[src/rtl/led_line_fetcher.sv]
// led_line_fetcher: fetches one display line of pixel words through a memory_arbiter read slot
// and streams them to the LED shift stage via a credit-limited show-ahead buffer.
// Latency: first req_mem 2 cycles after start; buffered words visible 1 cycle after return.
// Backpressure: requests stall on fifo_full_mem or zero credit; pix_ready stalls the buffer.
// Optional build macro LED_LINE_FETCHER_ERR_EN adds a sticky err output for stray read returns.
module led_line_fetcher #(
  parameter int ADDRESS_WIDTH = 14,
  parameter int DATA_WIDTH    = 16,
  parameter int BUF_DEPTH     = 8,
  parameter int FB1_BASE      = 8192
) (
  input  logic                     clk,
  input  logic                     reset_n,
  input  logic                     start,
  input  logic                     frame_buffer_select,
  input  logic [4:0]               line,
  input  logic [9:0]               pixels_per_row,
  output logic                     busy,
  output logic                     done,
  output logic [ADDRESS_WIDTH-1:0] address_mem,
  output logic                     wr_mem,
  output logic                     req_mem,
  input  logic                     fifo_full_mem,
  input  logic [DATA_WIDTH-1:0]    data_in_mem,
  input  logic                     data_in_ready_mem,
  output logic [DATA_WIDTH-1:0]    pix_data,
  output logic                     pix_valid,
  input  logic                     pix_ready
`ifdef LED_LINE_FETCHER_ERR_EN
  ,
  output logic                     err
`endif
);

  localparam int PW = $clog2(BUF_DEPTH);
  localparam int CW = PW + 1;

  typedef enum logic [1:0] {
    S_IDLE,
    S_SETUP,
    S_FETCH,
    S_DONE
  } state_t;

  state_t                   state_q;
  logic                     fb_q;
  logic [4:0]               line_q;
  logic [9:0]               ppr_q;
  logic [ADDRESS_WIDTH-1:0] base_q;
  logic [9:0]               req_idx_q;
  logic [9:0]               rx_cnt_q;
  logic [9:0]               tx_cnt_q;
  logic [CW-1:0]            credit_q;
  logic [PW:0]              wr_ptr_q;
  logic [PW:0]              rd_ptr_q;
  logic [DATA_WIDTH-1:0]    mem_q [BUF_DEPTH];
  logic                     busy_q;
  logic                     done_q;

  logic [14:0]              line_prod;
  logic [ADDRESS_WIDTH-1:0] base_d;
  logic                     is_fetch;
  logic                     issue;
  logic                     buf_empty;
  logic                     buf_full;
  logic                     pix_hs;
  logic                     buf_wr;
  logic [CW-1:0]            credit_d;
  logic [9:0]               tx_cnt_d;

  // Line offset is formed at 15 bits so 31*1023 cannot overflow before address truncation.
  assign line_prod = 15'(line_q) * 15'(ppr_q);
  assign base_d    = (fb_q ? ADDRESS_WIDTH'(FB1_BASE) : '0) + ADDRESS_WIDTH'(line_prod);

  assign is_fetch  = (state_q == S_FETCH);
  assign buf_empty = (wr_ptr_q == rd_ptr_q);
  assign buf_full  = (wr_ptr_q[PW] != rd_ptr_q[PW]) &&
                     (wr_ptr_q[PW-1:0] == rd_ptr_q[PW-1:0]);
  assign pix_hs    = !buf_empty && pix_ready;

  // A request goes out only with a free buffer slot reserved for its return.
  assign issue = is_fetch && (req_idx_q < ppr_q) && !fifo_full_mem && (credit_q != '0);

`ifdef LED_LINE_FETCHER_ERR_EN
  logic [9:0] outstanding;
  logic       stray;
  logic       err_q;
  assign outstanding = req_idx_q - rx_cnt_q;
  assign stray       = data_in_ready_mem && ((state_q == S_IDLE) || (outstanding == '0));
  assign buf_wr      = data_in_ready_mem && is_fetch && !stray && (!buf_full || pix_hs);
  assign err         = err_q;
`else
  assign buf_wr      = data_in_ready_mem && is_fetch && (!buf_full || pix_hs);
`endif

  // Credit and transmit-count next state; a simultaneous issue and accept cancel out.
  always_comb begin
    credit_d = credit_q;
    if (issue && !pix_hs) begin
      credit_d = credit_q - 1'b1;
    end else if (!issue && pix_hs) begin
      credit_d = credit_q + 1'b1;
    end
    tx_cnt_d = tx_cnt_q + {9'd0, pix_hs};
  end

  // Main FSM: latch the line request, set up the base, stream the fetch and pulse done.
  always_ff @(posedge clk) begin
    if (!reset_n) begin
      state_q   <= S_IDLE;
      fb_q      <= 1'b0;
      line_q    <= '0;
      ppr_q     <= '0;
      base_q    <= '0;
      req_idx_q <= '0;
      rx_cnt_q  <= '0;
      tx_cnt_q  <= '0;
      credit_q  <= '0;
      wr_ptr_q  <= '0;
      rd_ptr_q  <= '0;
      busy_q    <= 1'b0;
      done_q    <= 1'b0;
    end else begin
      done_q <= 1'b0;
      case (state_q)
        S_IDLE: begin
          if (start) begin
            fb_q    <= frame_buffer_select;
            line_q  <= line;
            ppr_q   <= pixels_per_row;
            busy_q  <= 1'b1;
            state_q <= S_SETUP;
          end
        end
        S_SETUP: begin
          base_q    <= base_d;
          req_idx_q <= '0;
          rx_cnt_q  <= '0;
          tx_cnt_q  <= '0;
          credit_q  <= CW'(BUF_DEPTH);
          wr_ptr_q  <= '0;
          rd_ptr_q  <= '0;
          if (ppr_q == '0) begin
            busy_q  <= 1'b0;
            done_q  <= 1'b1;
            state_q <= S_DONE;
          end else begin
            state_q <= S_FETCH;
          end
        end
        S_FETCH: begin
          if (issue) begin
            req_idx_q <= req_idx_q + 1'b1;
          end
          if (buf_wr) begin
            rx_cnt_q <= rx_cnt_q + 1'b1;
            wr_ptr_q <= wr_ptr_q + 1'b1;
          end
          if (pix_hs) begin
            rd_ptr_q <= rd_ptr_q + 1'b1;
          end
          credit_q <= credit_d;
          tx_cnt_q <= tx_cnt_d;
          if (tx_cnt_d == ppr_q) begin
            busy_q  <= 1'b0;
            done_q  <= 1'b1;
            state_q <= S_DONE;
          end
        end
        S_DONE: begin
          state_q <= S_IDLE;
        end
        default: begin
          state_q <= S_IDLE;
        end
      endcase
    end
  end

`ifdef LED_LINE_FETCHER_ERR_EN
  // Sticky flag for read data that no outstanding request accounts for.
  always_ff @(posedge clk) begin
    if (!reset_n) begin
      err_q <= 1'b0;
    end else if (stray) begin
      err_q <= 1'b1;
    end
  end
`endif

  // Buffer storage; emptiness is tracked by the pointers so contents need no reset.
  always_ff @(posedge clk) begin
    if (buf_wr) begin
      mem_q[wr_ptr_q[PW-1:0]] <= data_in_mem;
    end
  end

  assign busy        = busy_q;
  assign done        = done_q;
  assign wr_mem      = 1'b0;
  assign req_mem     = issue;
  assign address_mem = issue ? (base_q + ADDRESS_WIDTH'(req_idx_q)) : '0;
  assign pix_valid   = !buf_empty;
  assign pix_data    = buf_empty ? '0 : mem_q[rd_ptr_q[PW-1:0]];

endmodule

[config.mk]
export PLATFORM = sky130hd
export DESIGN_NAME = led_line_fetcher
export DESIGN_NICKNAME = d
export VERILOG_FILES = /design/src/rtl/led_line_fetcher.sv
export SDC_FILE = /design/constraint.sdc
export NUM_CORES = 1
export LEC_CHECK = 0
export CAP_MARGIN = 20
export CORE_MARGIN = 10
export CORE_UTILIZATION = 64
export DETAILED_ROUTE_END_ITERATION = 8
export GPL_TIMING_DRIVEN = 0
export HOLD_SLACK_MARGIN = 0.1
export PLACE_DENSITY = 0.86
export SYNTH_ARGS = -nofsm -noshare
export SYNTH_HDL_FRONTEND = slang
export SYNTH_SLANG_ARGS = --single-unit
[constraint.sdc]
create_clock -name clk -period 5.8 [get_ports clk]
set_clock_uncertainty 0.1 [all_clocks]
set_input_delay 1.45 -clock clk [delete_from_list [all_inputs] [get_ports clk]]
set_output_delay 1.45 -clock clk [all_outputs]
set_load 0.005 [all_outputs]
# Word level (Yosys, flattened, before mapping)
# Memories as Yosys holds them, arrays and structs flattened. A register that Yosys moved wholly into a read port is not among the register bits.
# Index checks and enable logic that the tools add are counted.
[classes]
addsub = 8
multipliers = 1
order_cmp = 1
n_eq_ne = 14
muxes = 28
n_reduce_logical = 27
[ops]
columns = ["cell", "n"]
rows = [
  ["one-hot mux 10 bit (2 select lines)", 2],
  ["2-to-1 mux 14 bit", 2],
  ["one-hot mux 4 bit (2 select lines)", 3],
  ["2-to-1 mux 16 bit", 1],
  ["2-to-1 mux 4 bit", 4],
  ["adder 14 x 10 -> 14 bit", 1],
  ["adder 14 bit", 1],
  ["multiplier 5 x 10 -> 14 bit", 1],
  ["adder 4 x 1 -> 4 bit (second input constant)", 3],
  ["AND reduction 2 bit", 6],
  ["adder 10 x 1 -> 10 bit", 1],
  ["adder 10 x 1 -> 10 bit (second input constant)", 1],
  ["equality test 10 bit", 1],
  ["logical NOT 10 bit", 1],
  ["< comparator 10 bit", 1],
  ["2-to-1 mux 10 bit", 1],
  ["logical AND 1 bit", 9],
  ["2-to-1 mux 1 bit", 8],
  ["inequality test 2 x 1 -> 1 bit (second input constant)", 4],
  ["one-hot mux 2 bit (4 select lines)", 1],
  ["2-to-1 mux 3 bit", 2],
  ["logical NOT 1 bit", 5],
  ["equality test 2 bit (second input constant)", 2],
  ["equality test 4 bit", 1],
  ["other kinds (15)", 17],
]
[totals]
reg_bits = 66
ramBits = 128
memories = 1
[memory_table]
columns = ["name", "words", "word_bits", "read_ports", "rd_clocked_by_memory_dff", "wr", "line_no", "source"]
rows = [
  ["mem_q", 8, 16, 1, 1, 1, "56", "logic [DATA_WIDTH-1:0] mem_q [BUF_DEPTH];"],
]

# Logic depth before layout (Yosys ltp)
[depth]
ltp_word = 9
depth_mapped = 19
mapped_depth_nobuf = 17

# Worst setup path before layout
# No wires, ideal clock.
[synth_path]
path_kind = "input-to-output"
from = "input fifo_full_mem"
to = "output address_mem[10]"
arrival_ns = 2.633
path_slack_ns = 1.617
path_stages = 7
path_buffers = 3
path_cell_list = "a211o_1 -> nor3_4 -> o21ai_2 -> buf_6 -> buf_2 -> buf_2 -> nor2_1"
[synth_via]
elab_chain_cells = 4
[synth_lines]
columns = ["element", "line_no", "source"]
rows = [
  ["start, declared", "23", "input logic fifo_full_mem,"],
  ["logical NOT 1 bit", "82", "assign issue = is_fetch && (req_idx_q < ppr_q) && !fifo_full_mem && (credit_q != '0);"],
  ["logical AND 1 bit (2 in a row)", "82", ""],
  ["2-to-1 mux 14 bit", "202", "assign address_mem = issue ? (base_q + ADDRESS_WIDTH'(req_idx_q)) : '0;"],
  ["end, declared", "20", "output logic [ADDRESS_WIDTH-1:0] address_mem,"],
]
# No other way between the ends.

# Final worst setup path
[layout_path]
from = "input fifo_full_mem"
to = "output address_mem[5]"
# Same word-level chain as after synthesis.

==> qor.csv <==
metric;value;unit
top cells by area, synth;edfxtp_1 (36%), dfxtp_1 (13%), mux4_2 (6.8%), ha_1 (6.7%), fa_1 (4.9%);
register area share after synthesis;0.491;
Inserted Clock Buffers;17;
Achievable Freq;187;MHz
Hold Path Class;register to register;
worst slew pin tran;1.03;ns
final net count;1155;
max incr delay on CP;0.51;ns
CP bufs+invs;5;
first-pass GRT wire length;40.9;mm
antenna fix cells;0;
ys flop type;edfxtp_1;
Sw Share;0.321;
Vias;7647;
CTS tree;yes;
clock slew at reported path FFs;0.08;ns
initial DRC count;784;
Residual DRC;0;
Worst VDD drop;0.216;mV
share of layout cells above drive strength 1;0.111;
LEAKAGE;4.59;nW
die area;22200;µm²
Die H;149;µm
Worst EP required;4.25;ns
internal power;2.44;mW
clock buffer depth;2;
Mapped Nets;1054;
part of the cycle the worst path needs;0.920;
cell family with most CP delay;buffers and inverters;
router iterations before antenna repair;5;
pwr dens;290;nW/µm²
combinational power share;0.230;
htree depth;4;
multi-input logic area;4950;µm²
dpl hpwl;17.8;mm
CP Max Fanout;10;
gr usage total;0.238;
Post-Place Setup Slack;0.452;ns
area leader, netlist;edfxtp_1;
CTS sink count;197;
register area;5230;µm²
ys async rst share;0;
Initial Util;0.646;
Crit. End Element;output port;
GPL Wtd Cong;0.915;
Filler cells;1026;
FP Rows;47;
Synth Instances;933;
Congestion Overflow GR;0;
Cell Area, Synth;10600;µm²
Finished Cell Area;12400;µm²
routed wire length per instance;20.4;µm
Avg Cell Area, Syn;11.4;µm²
Ports;73;
run status;finished, final reports clean;
vias in the first global route;7596;
Post-synth EDFFs;128;
Synth top area share;0.361;
post-route ant nets;0;
Slowest cell on crit path;clkdlybuf4s50_1;
hold_ws;0.360;ns
critical-path cell list;clkdlybuf4s50_1, a211o_1, nor3_4, o21ai_2, buf_6, buf_2, buf_2, nor2_1, clkdlybuf4s50_1;
Max-Cap Viols;0;
clk_lat worst skew;0.45;ns
Commonest cells post-synth;edfxtp_1 (128), nand2_1 (95), nor2_1 (76);
placed inst area;11800;µm²
part of the power in registers;0.443;
most frequent cell after synthesis;edfxtp_1;
RSZ-0062 raised after global routing;no;
initial antenna violation count;0;
Yosys reg bits;197;
final hold vios;0;
largest net degree at the start of global routing;22;
CORE AREA;16500;µm²
drt total wl;25.9;mm
Unique masters post-synth;65;
Critical Path Source Type;primary input;
Overall Power;3.59;mW
minimum clock period;5.33;ns
Clock power frac;0.327;
DR vias/cell;6.04;
WP data arrival;3.78;ns
CTS root buf;clkbuf_16;
PnR worst setup slack;0.465;ns
Psw;1.15;mW
count of yosys warnings during synthesis;0;
setup TNS;0;ns
Hold-fix buffers, CTS;0;
post-CTS sizing;0;
Slew HR;0.313;
setup bufs post-CTS;0;
Slew Limit Fails;0;
port bufs;71;
Final setup viols;0;
critical path type;primary input to output port;
Die X-Extent;149;µm
area delta synth->final;16.4;%
==> flip-flops by register name, summed over array words and instances (netlist names), 4 cells and up, named ones only <==
register	flops
credit_q	4
mem_q	128
base_q	14
rd_ptr_q	4
tx_cnt_q	10
req_idx_q	10
line_q	5
wr_ptr_q	4
ppr_q	10
==> metal layers <==
| layer | vias up | part of all wire | global-route usage |
|---|---|---|---|
| met5 | - | 0 | 0 |
| met4 | 0 | 0.029 | 0.0972 |
| met3 | 55 | 0.085 | 0.0525 |
| met2 | 385 | 0.49 | 0.379 |
| met1 | 3701 | 0.39 | 0.309 |
| li1 | 3506 | - | - |
==> worst reg2reg max path, stage by stage (launching register included) <==
cell and delay, ns:
dfxtp_1 0.32, clkbuf_1 0.41, nand2_1 0.16, fa_1 0.51
fa_1 0.52, fa_1 0.61, inv_1 0.06, ha_1 0.28
a21o_1 0.18, a21o_1 0.19, a21oi_1 0.19, o21ai_0 0.15
a211oi_1 0.28, xnor2_1 0.13, mux2i_1 0.15, nor2_1 0.06
==> path summary, 6_finish.rpt <==
path	slack (ns)	cells past startpoint	to	startpoint
max	0.47	9	address_mem[5]	fifo_full_mem
min	0.36	2	line_q[3]$_SDFFE_PN0P_	line_q[3]$_SDFFE_PN0P_
max reg2reg	1.39	15	base_q[12]$_SDFFE_PN0P_	ppr_q[1]$_SDFFE_PN0P_
min reg2reg	0.36	2	line_q[3]$_SDFFE_PN0P_	line_q[3]$_SDFFE_PN0P_
==> logic make-up (layout without fill, tap and decap cells) <==
group | after synthesis | in the layout | synth area share
AOI/OAI and AO/OA | 127 | 127 | 0.0737
xor gates and xnor gates | 49 | 49 | 0.0403
adders and majority gates | 83 | 83 | 0.116
buffers and inverters | 118 | 232 | 0.0467
DFF | 197 | 197 | 0.491
muxes | 62 | 62 | 0.0959
other | 1 | 1 | 0.000352
and+or+nand+nor | 296 | 296 | 0.136
==> final cells by class <==
| cell class | count | share of cell area |
|---|---|---|
| Sequential cell | 197 | 0.422 |
| Inverter | 64 | 0.0194 |
| Clock buffer | 17 | 0.0344 |
| Timing Repair Buffer | 82 | 0.0680 |
| Clock inverter | 15 | 0.0133 |
| Multi-Input combinational cell | 618 | 0.400 |
| Tap cell | 220 | 0.0222 |
| Buffer | 54 | 0.0207 |
==> layout by cell type, fill, tap and decap left out, types with 6 or more instances in the layout <==
cell / count
xor2_1: 13
buf_2: 10
buf_4: 7
fa_1: 26
buf_6: 11
and2_1: 35
edfxtp_1: 128
nor2_1: 74
mux2i_1: 30
nand4_1: 9
ha_1: 57
o21ai_0: 23
mux4_2: 32
nand2_1: 95
inv_6: 7
nor4_1: 6
a21o_1: 9
nand3_1: 19
clkdlybuf4s50_1: 71
clkbuf_16: 17
a21oi_1: 57
dfxtp_1: 69
xnor2_1: 36
inv_1: 62
clkbuf_1: 31
nor3_1: 16
==> metrics by stage <==
| step | util | cells |
|---|---|---|
| after floorplan | - | 933 |
| after global placement | 0.706 | 1224 |
| after detailed placement | 0.716 | 1235 |
| after CTS | 0.752 | 1267 |
| after global routing | 0.752 | 1267 |
| final | 0.752 | 1267 |
==> power by group through the flow <==
stage | Combinational, mW | Sequential, mW | Clock (mW)
after floorplan | 0.544 | 1.61 | 0
after global placement | 0.772 | 1.62 | 0
after detailed placement | 0.801 | 1.62 | 0
after CTS | 0.814 | 1.59 | 1.18
after global routing | 0.907 | 1.60 | 1.23
final | 0.825 | 1.59 | 1.17
Power figures use the tool's default switching activity.
